## src/rtl/rotate_pkg.sv

```systemverilog
// Shared definitions for the rotating-pattern sequencer and the barrel-shifter
// top that consumes its outputs.
//   rot_state_t  : sequencer FSM states
//   ROT_W        : default pattern width
//   ROT_TICK_DIV : default clock cycles per automatic step
package rotate_pkg;

    typedef enum logic [1:0] {
        IDLE,
        RUN,
        PAUSE
    } rot_state_t;

    localparam int ROT_W        = 8;
    localparam int ROT_TICK_DIV = 50_000_000;

endpackage

```

## src/rtl/rotate_sequencer_tick_prescaler.sv

```systemverilog
// tick_prescaler: modulo-TICK_DIV cycle counter that paces automatic steps.
// Ports:
//   clk   in  : clock
//   srst  in  : synchronous active-high reset, clears the count
//   clr   in  : clear the count to 0 (takes precedence over en)
//   en    in  : count this cycle; when not set the count is held
//   tick  out : high in the cycle where an enabled count wraps from
//               TICK_DIV-1 back to 0 (combinational, consumed by the FSM)
module tick_prescaler #(
    parameter int TICK_DIV = 4
) (
    input  logic clk,
    input  logic srst,
    input  logic clr,
    input  logic en,
    output logic tick
);

    // At least one bit so TICK_DIV=1 still yields a legal register.
    localparam int PW = (TICK_DIV > 1) ? $clog2(TICK_DIV) : 1;
    localparam logic [PW-1:0] LAST = PW'(TICK_DIV - 1);

    logic [PW-1:0] cnt_reg;
    logic [PW-1:0] cnt_next;

    assign tick = en && (cnt_reg == LAST);

    always_comb begin
        cnt_next = cnt_reg;
        if (clr) begin
            cnt_next = '0;
        end else if (en) begin
            cnt_next = (cnt_reg == LAST) ? '0 : cnt_reg + PW'(1);
        end
    end

    always_ff @(posedge clk) begin
        if (srst) begin
            cnt_reg <= '0;
        end else begin
            cnt_reg <= cnt_next;
        end
    end

endmodule

```

## src/rtl/rotate_sequencer.sv

```systemverilog
// rotate_sequencer: latches a pattern and rotate direction and steps the
// rotate amount for a downstream combinational barrel shifter, either on a
// programmable tick (RUN) or by single steps (PAUSE).
// Ports:
//   clk        in       : clock, all logic on rising edge
//   reset      in       : synchronous active-high reset
//   load       in       : capture pattern_in/dir_in, zero amount, go IDLE
//   pattern_in in  [W]  : pattern to rotate
//   dir_in     in       : 1 = rotate left, 0 = rotate right
//   start      in       : begin (from IDLE) or resume (from PAUSE) stepping
//   stop       in       : pause stepping
//   step       in       : advance one position, PAUSE only
//   shift_in   out [W]  : latched pattern
//   shift_amt  out [AMT_W] : current rotate amount
//   shift_lr   out      : latched direction
//   running    out      : high while in RUN
//   wrap       out      : one-cycle pulse after shift_amt advances W-1 -> 0
module rotate_sequencer
    import rotate_pkg::*;
#(
    parameter int W        = ROT_W,
    parameter int TICK_DIV = ROT_TICK_DIV,
    localparam int AMT_W   = $clog2(W)
) (
    input  logic             clk,
    input  logic             reset,
    input  logic             load,
    input  logic [W-1:0]     pattern_in,
    input  logic             dir_in,
    input  logic             start,
    input  logic             stop,
    input  logic             step,
    output logic [W-1:0]     shift_in,
    output logic [AMT_W-1:0] shift_amt,
    output logic             shift_lr,
    output logic             running,
    output logic             wrap
);

    localparam logic [AMT_W-1:0] AMT_MAX = AMT_W'(W - 1);

    rot_state_t       state_reg, state_next;
    logic [AMT_W-1:0] amt_reg, amt_next;
    logic [W-1:0]     pattern_reg;
    logic             lr_reg;
    logic             wrap_reg, wrap_next;
    logic             pre_clr;
    logic             pre_en;
    logic             tick;
    logic             advance;

    tick_prescaler #(
        .TICK_DIV(TICK_DIV)
    ) u_prescaler (
        .clk (clk),
        .srst(reset),
        .clr (pre_clr),
        .en  (pre_en),
        .tick(tick)
    );

    // Exactly one action per edge, in priority order load > stop > start >
    // step/tick. stop consumes the edge in every state, so it also masks a
    // simultaneous start or step. start in RUN has nothing to do and lets
    // the tick proceed so a held start does not stall the animation.
    always_comb begin
        state_next = state_reg;
        amt_next   = amt_reg;
        wrap_next  = 1'b0;
        pre_clr    = 1'b0;
        pre_en     = 1'b0;
        advance    = 1'b0;

        if (load) begin
            state_next = IDLE;
            amt_next   = '0;
            pre_clr    = 1'b1;
        end else if (stop) begin
            // Prescaler not enabled: its phase is kept for the resume.
            if (state_reg == RUN) begin
                state_next = PAUSE;
            end
        end else if (start && (state_reg != RUN)) begin
            state_next = RUN;
            // Fresh start restarts the period; resume from PAUSE keeps phase.
            if (state_reg == IDLE) begin
                pre_clr = 1'b1;
            end
        end else begin
            case (state_reg)
                RUN: begin
                    pre_en  = 1'b1;
                    advance = tick;
                end
                PAUSE: advance = step;
                default: ;
            endcase
        end

        if (advance) begin
            amt_next  = amt_reg + AMT_W'(1);
            wrap_next = (amt_reg == AMT_MAX);
        end
    end

    always_ff @(posedge clk) begin
        if (reset) begin
            state_reg   <= IDLE;
            amt_reg     <= '0;
            pattern_reg <= '0;
            lr_reg      <= 1'b0;
            wrap_reg    <= 1'b0;
        end else begin
            state_reg <= state_next;
            amt_reg   <= amt_next;
            wrap_reg  <= wrap_next;
            if (load) begin
                pattern_reg <= pattern_in;
                lr_reg      <= dir_in;
            end
        end
    end

    assign shift_in  = pattern_reg;
    assign shift_amt = amt_reg;
    assign shift_lr  = lr_reg;
    assign running   = (state_reg == RUN);
    assign wrap      = wrap_reg;

endmodule

```

## config.mk

```make
export PLATFORM = sky130hd
export DESIGN_NAME = rotate_sequencer
export DESIGN_NICKNAME = d
export VERILOG_FILES = /design/src/rtl/rotate_pkg.sv /design/src/rtl/rotate_sequencer_tick_prescaler.sv /design/src/rtl/rotate_sequencer.sv
export SDC_FILE = /design/constraint.sdc
export NUM_CORES = 1
export LEC_CHECK = 0
export BUFFER_PORTS_ARGS = -buffer_cell sky130_fd_sc_hd__buf_2
export CELL_PAD_IN_SITES_DETAIL_PLACEMENT = 0
export CELL_PAD_IN_SITES_GLOBAL_PLACEMENT = 1
export CORE_MARGIN = 8
export CORE_UTILIZATION = 43
export CTS_CLUSTER_SIZE = 10
export DETAILED_ROUTE_END_ITERATION = 16
export PLACE_DENSITY = 0.85
export SYNTH_ARGS = -nofsm -noshare
export SYNTH_HDL_FRONTEND = slang
export SYNTH_SLANG_ARGS = --single-unit
export TNS_END_PERCENT = 20
```

## constraint.sdc

```tcl
create_clock -name clk -period 2.7 [get_ports clk]
set_input_delay 0.54 -clock clk [delete_from_list [all_inputs] [get_ports clk]]
set_output_delay 0.54 -clock clk [all_outputs]
set_load 0.01 [all_outputs]
```

==> reports/qor.csv <==
stage,metric,value,unit
run_status,status,finished clean,
yosys,synth_cells,237,
clock_tree,cts_resized,0,
global_routing,grt_max_degree,27,
yosys,synth_fp_nets,259,
timing,setup_tns,0,ps
floorplanning,io_pins,29,
global_routing,overflow,0,
clock_tree,cts_htree_levels,2,
clock_tree,clkTransAtPathRegs,80,ps
timing,worstMarginPinSlew,647,ps
route,remaining_drc_errors,0,
timing,maxClockFrequency,464,MHz
hold_path,min_path_type,in -> reg,
setup_path,critical_path_class,reg -> reg,
power,pwr-share-seq,56.8,%
setup_path,r2r_slack,540,ps
timing,grt_setup_unrepaired,no,
route,ant_nets,0,
timing,slew_viol_final,0,
floorplanning,die_height,86.1,um
timing,finalHoldViolations,0,
timing,fin_ws,544,ps
yosys,yosys_warnings,0,
power,power_leakage,0.835,nW
setup_path,worstPathArrival,2380,ps
power,finalPower,1.09,mW
yosys,syn_avg_cell_area,8.91,um^2
clock_tree,cts_tree,done,
yosys,ys_seq_area_share,38.9,%
setup_path,worst_setup_path_start_kind,flop,
power,clockPowerShare,37.2,%
placed_design,hpwl,3.38,mm
power,p_comb_share,6.1,%
floorplanning,rows,25,
cells_and_area,nets,287,
flow_run,maxCapViolations,0,
timing,fin_crit,2160,ps
global_routing,grt_pass1_vias,1797,
yosys,synth_top_flop_cell,dfxtp_1,
clock_tree,cts.sinks,41,
floorplanning,initial_core_util,44.7,%
route,drt-total-wl,4.83,mm
route,first_pass_iters,4,
route,avgRoutedWirePerCell,14.5,um
cells_and_area,fillCellCount,462,
clock_tree,clockRootBuffer,clkbuf_8,
clock_tree,cts_setup_buffers,0,
power,sw_frac_of_total,24.5,%
yosys,async_flop_share,0,%
route,dr_total_vias,1882,
setup_path,r2r_start,state_reg[1],
yosys,synth_cell_type_count,42,
route,drt-vias-per-instance,5.65,
clock_tree,hold_buffers,0,
timing,fin_crit_sh,79.9,%
global_routing,grt.total_usage,13.7,%
placed_design,io_buffers,28,
global_routing,gr-usage-met3,3.92,%
yosys,synth_edf_count,0,
cells_and_area,largest_reg_flops,26,
clock_tree,clk_path_buf_depth,2,
yosys,synth_area,0.00211,mm^2
global_routing,use_met2,20.9,%
global_routing,grt.met1_usage,18.1,%
floorplanning,core,0.00472,mm^2
setup_path,r2r-end,u_prescaler.cnt_reg[19],
placed_design,routabilityCongestion,0.784,
power,powerDensity,448,mW/mm^2
placed_design,place_ws,421,ps
setup_path,worstSetupStartpoint,state_reg[1],
setup_path,endpoint,u_prescaler.cnt_reg[19],
global_routing,grt_antenna_before_repair,0,
setup_path,r2r_cells,6,
cells_and_area,drive_gt1_share,18.8,%
power,ir_drop,0.334,mV
floorplanning,die_x,86.1,um
setup_path,worstPathRequired,2930,ps
route,drtIter0Drc,75,
timing,setup_viol,0,
power,p_switching,0.266,mW
setup_path,critPathMaxFanout,9,
cells_and_area,fin_util,51.3,%
yosys,synth-seq-cells,41,
cells_and_area,diodes,0,
clock_tree,cts_made_buffers,5,
global_routing,busiest_layer,met2,
timing,timing.hold.ws,476,ps
setup_path,crit_path_end_kind,flop,
floorplanning,die_area,0.00741,mm^2
power,p_int,0.820,mW
timing,slew_headroom,56.9,%
timing,clock_skew,5.28,ps
global_routing,grt_pass1_wl,8.32,mm
clock_tree,clkLatencyLatePin,300,ps
cells_and_area,syn_to_final_growth,14.8,%
[critical path, stage by stage, from the launching register on]
cell and delay, ps:
dfxtp_1 330, inv_1 120, ha_1 200, nand4bb_1 140, or4_1 690, or3_1 410
a211oi_2 210
[metrics by stage]
step | instance area (um^2) | instances
5_1_grt | 2420 | 333
3_5_place_dp | 2340 | 325
4_1_cts | 2420 | 333
6_report | 2420 | 333
3_3_place_gp | 2340 | 325
2_1_floorplan | 2110 | 237
[synth_stat cells, types with 6 or more instances]
master,number,share of area (%)
o21ai_0,6,1.4
or3_1,6,1.8
nor3_1,15,3.6
clkbuf_1,6,1.1
nand2_1,17,3.0
xnor2_1,7,2.9
nand4_1,16,4.7
ha_1,7,4.1
dfxtp_1,41,39
a211oi_1,12,4.3
o31ai_1,6,2.1
nor2_1,14,2.5
mux2i_1,10,4.7
nand3_1,11,2.6
or4_1,8,2.8
[cell usage in the layout, fill, tap and decap left out, drive strengths merged, types with 7 or more instances in the layout]
cell type and n:
dfxtp 41, buf 33, nand2 17, nand4 17, nor3 15, nor2 14
a211oi 14, nand3 11, mux2i 10, or4 8, xnor2 7, ha 7
[worst min path at each step]
stage                                        from                       to  cells after the start
final                               pattern_in[5]              shift_in[5]                      3
after floorplan           u_prescaler.cnt_reg[23]  u_prescaler.cnt_reg[23]                      2
after detailed placement  u_prescaler.cnt_reg[23]  u_prescaler.cnt_reg[23]                      2
after CTS                           pattern_in[5]              shift_in[5]                      3
after global routing                pattern_in[6]              shift_in[6]                      3
after global placement                shift_in[2]              shift_in[2]                      2
[cell families after synthesis]
family          synth area share [%]
fa+ha+maj                       4.15
simple gates                    30.9
buf+inv                         3.32
flops                           38.9
xor+xnor                        4.98
compound gates                  12.0
mux                             5.81
[final cells by class]
| type | instances | area, um^2 | share of cell area (%) |
|---|---|---|---|
| Clock inverter | 3 | 17.5 | 0.723 |
| Tap cell | 67 | 83.8 | 3.46 |
| Inverter | 5 | 18.8 | 0.774 |
| Multi-Input combinational cell | 179 | 1220 | 50.5 |
| Clock buffer | 5 | 68.8 | 2.84 |
| Timing Repair Buffer | 33 | 190 | 7.85 |
| Sequential cell | 41 | 821 | 33.9 |
[power by group through the flow]
stage / Sequential, mW / Combinational, mW / Clock, mW
floorplan: 0.635 / 0.0327 / 0
global placement: 0.631 / 0.0653 / 0
detailed placement: 0.631 / 0.0663 / 0
CTS: 0.617 / 0.0664 / 0.416
global route: 0.618 / 0.0725 / 0.444
finish: 0.617 / 0.0657 / 0.404
[metal layers]
layer  part of all wire [%]  vias to the layer above  routed length (um)
met5                      0                        -                   0
met4                    1.0                        0                  49
met3                    3.5                        6                 167
met2                     45                       31                2170
met1                     51                      889                2450
li1                       -                      956                   -
No activity file was read; power rests on OpenSTA's default activity.
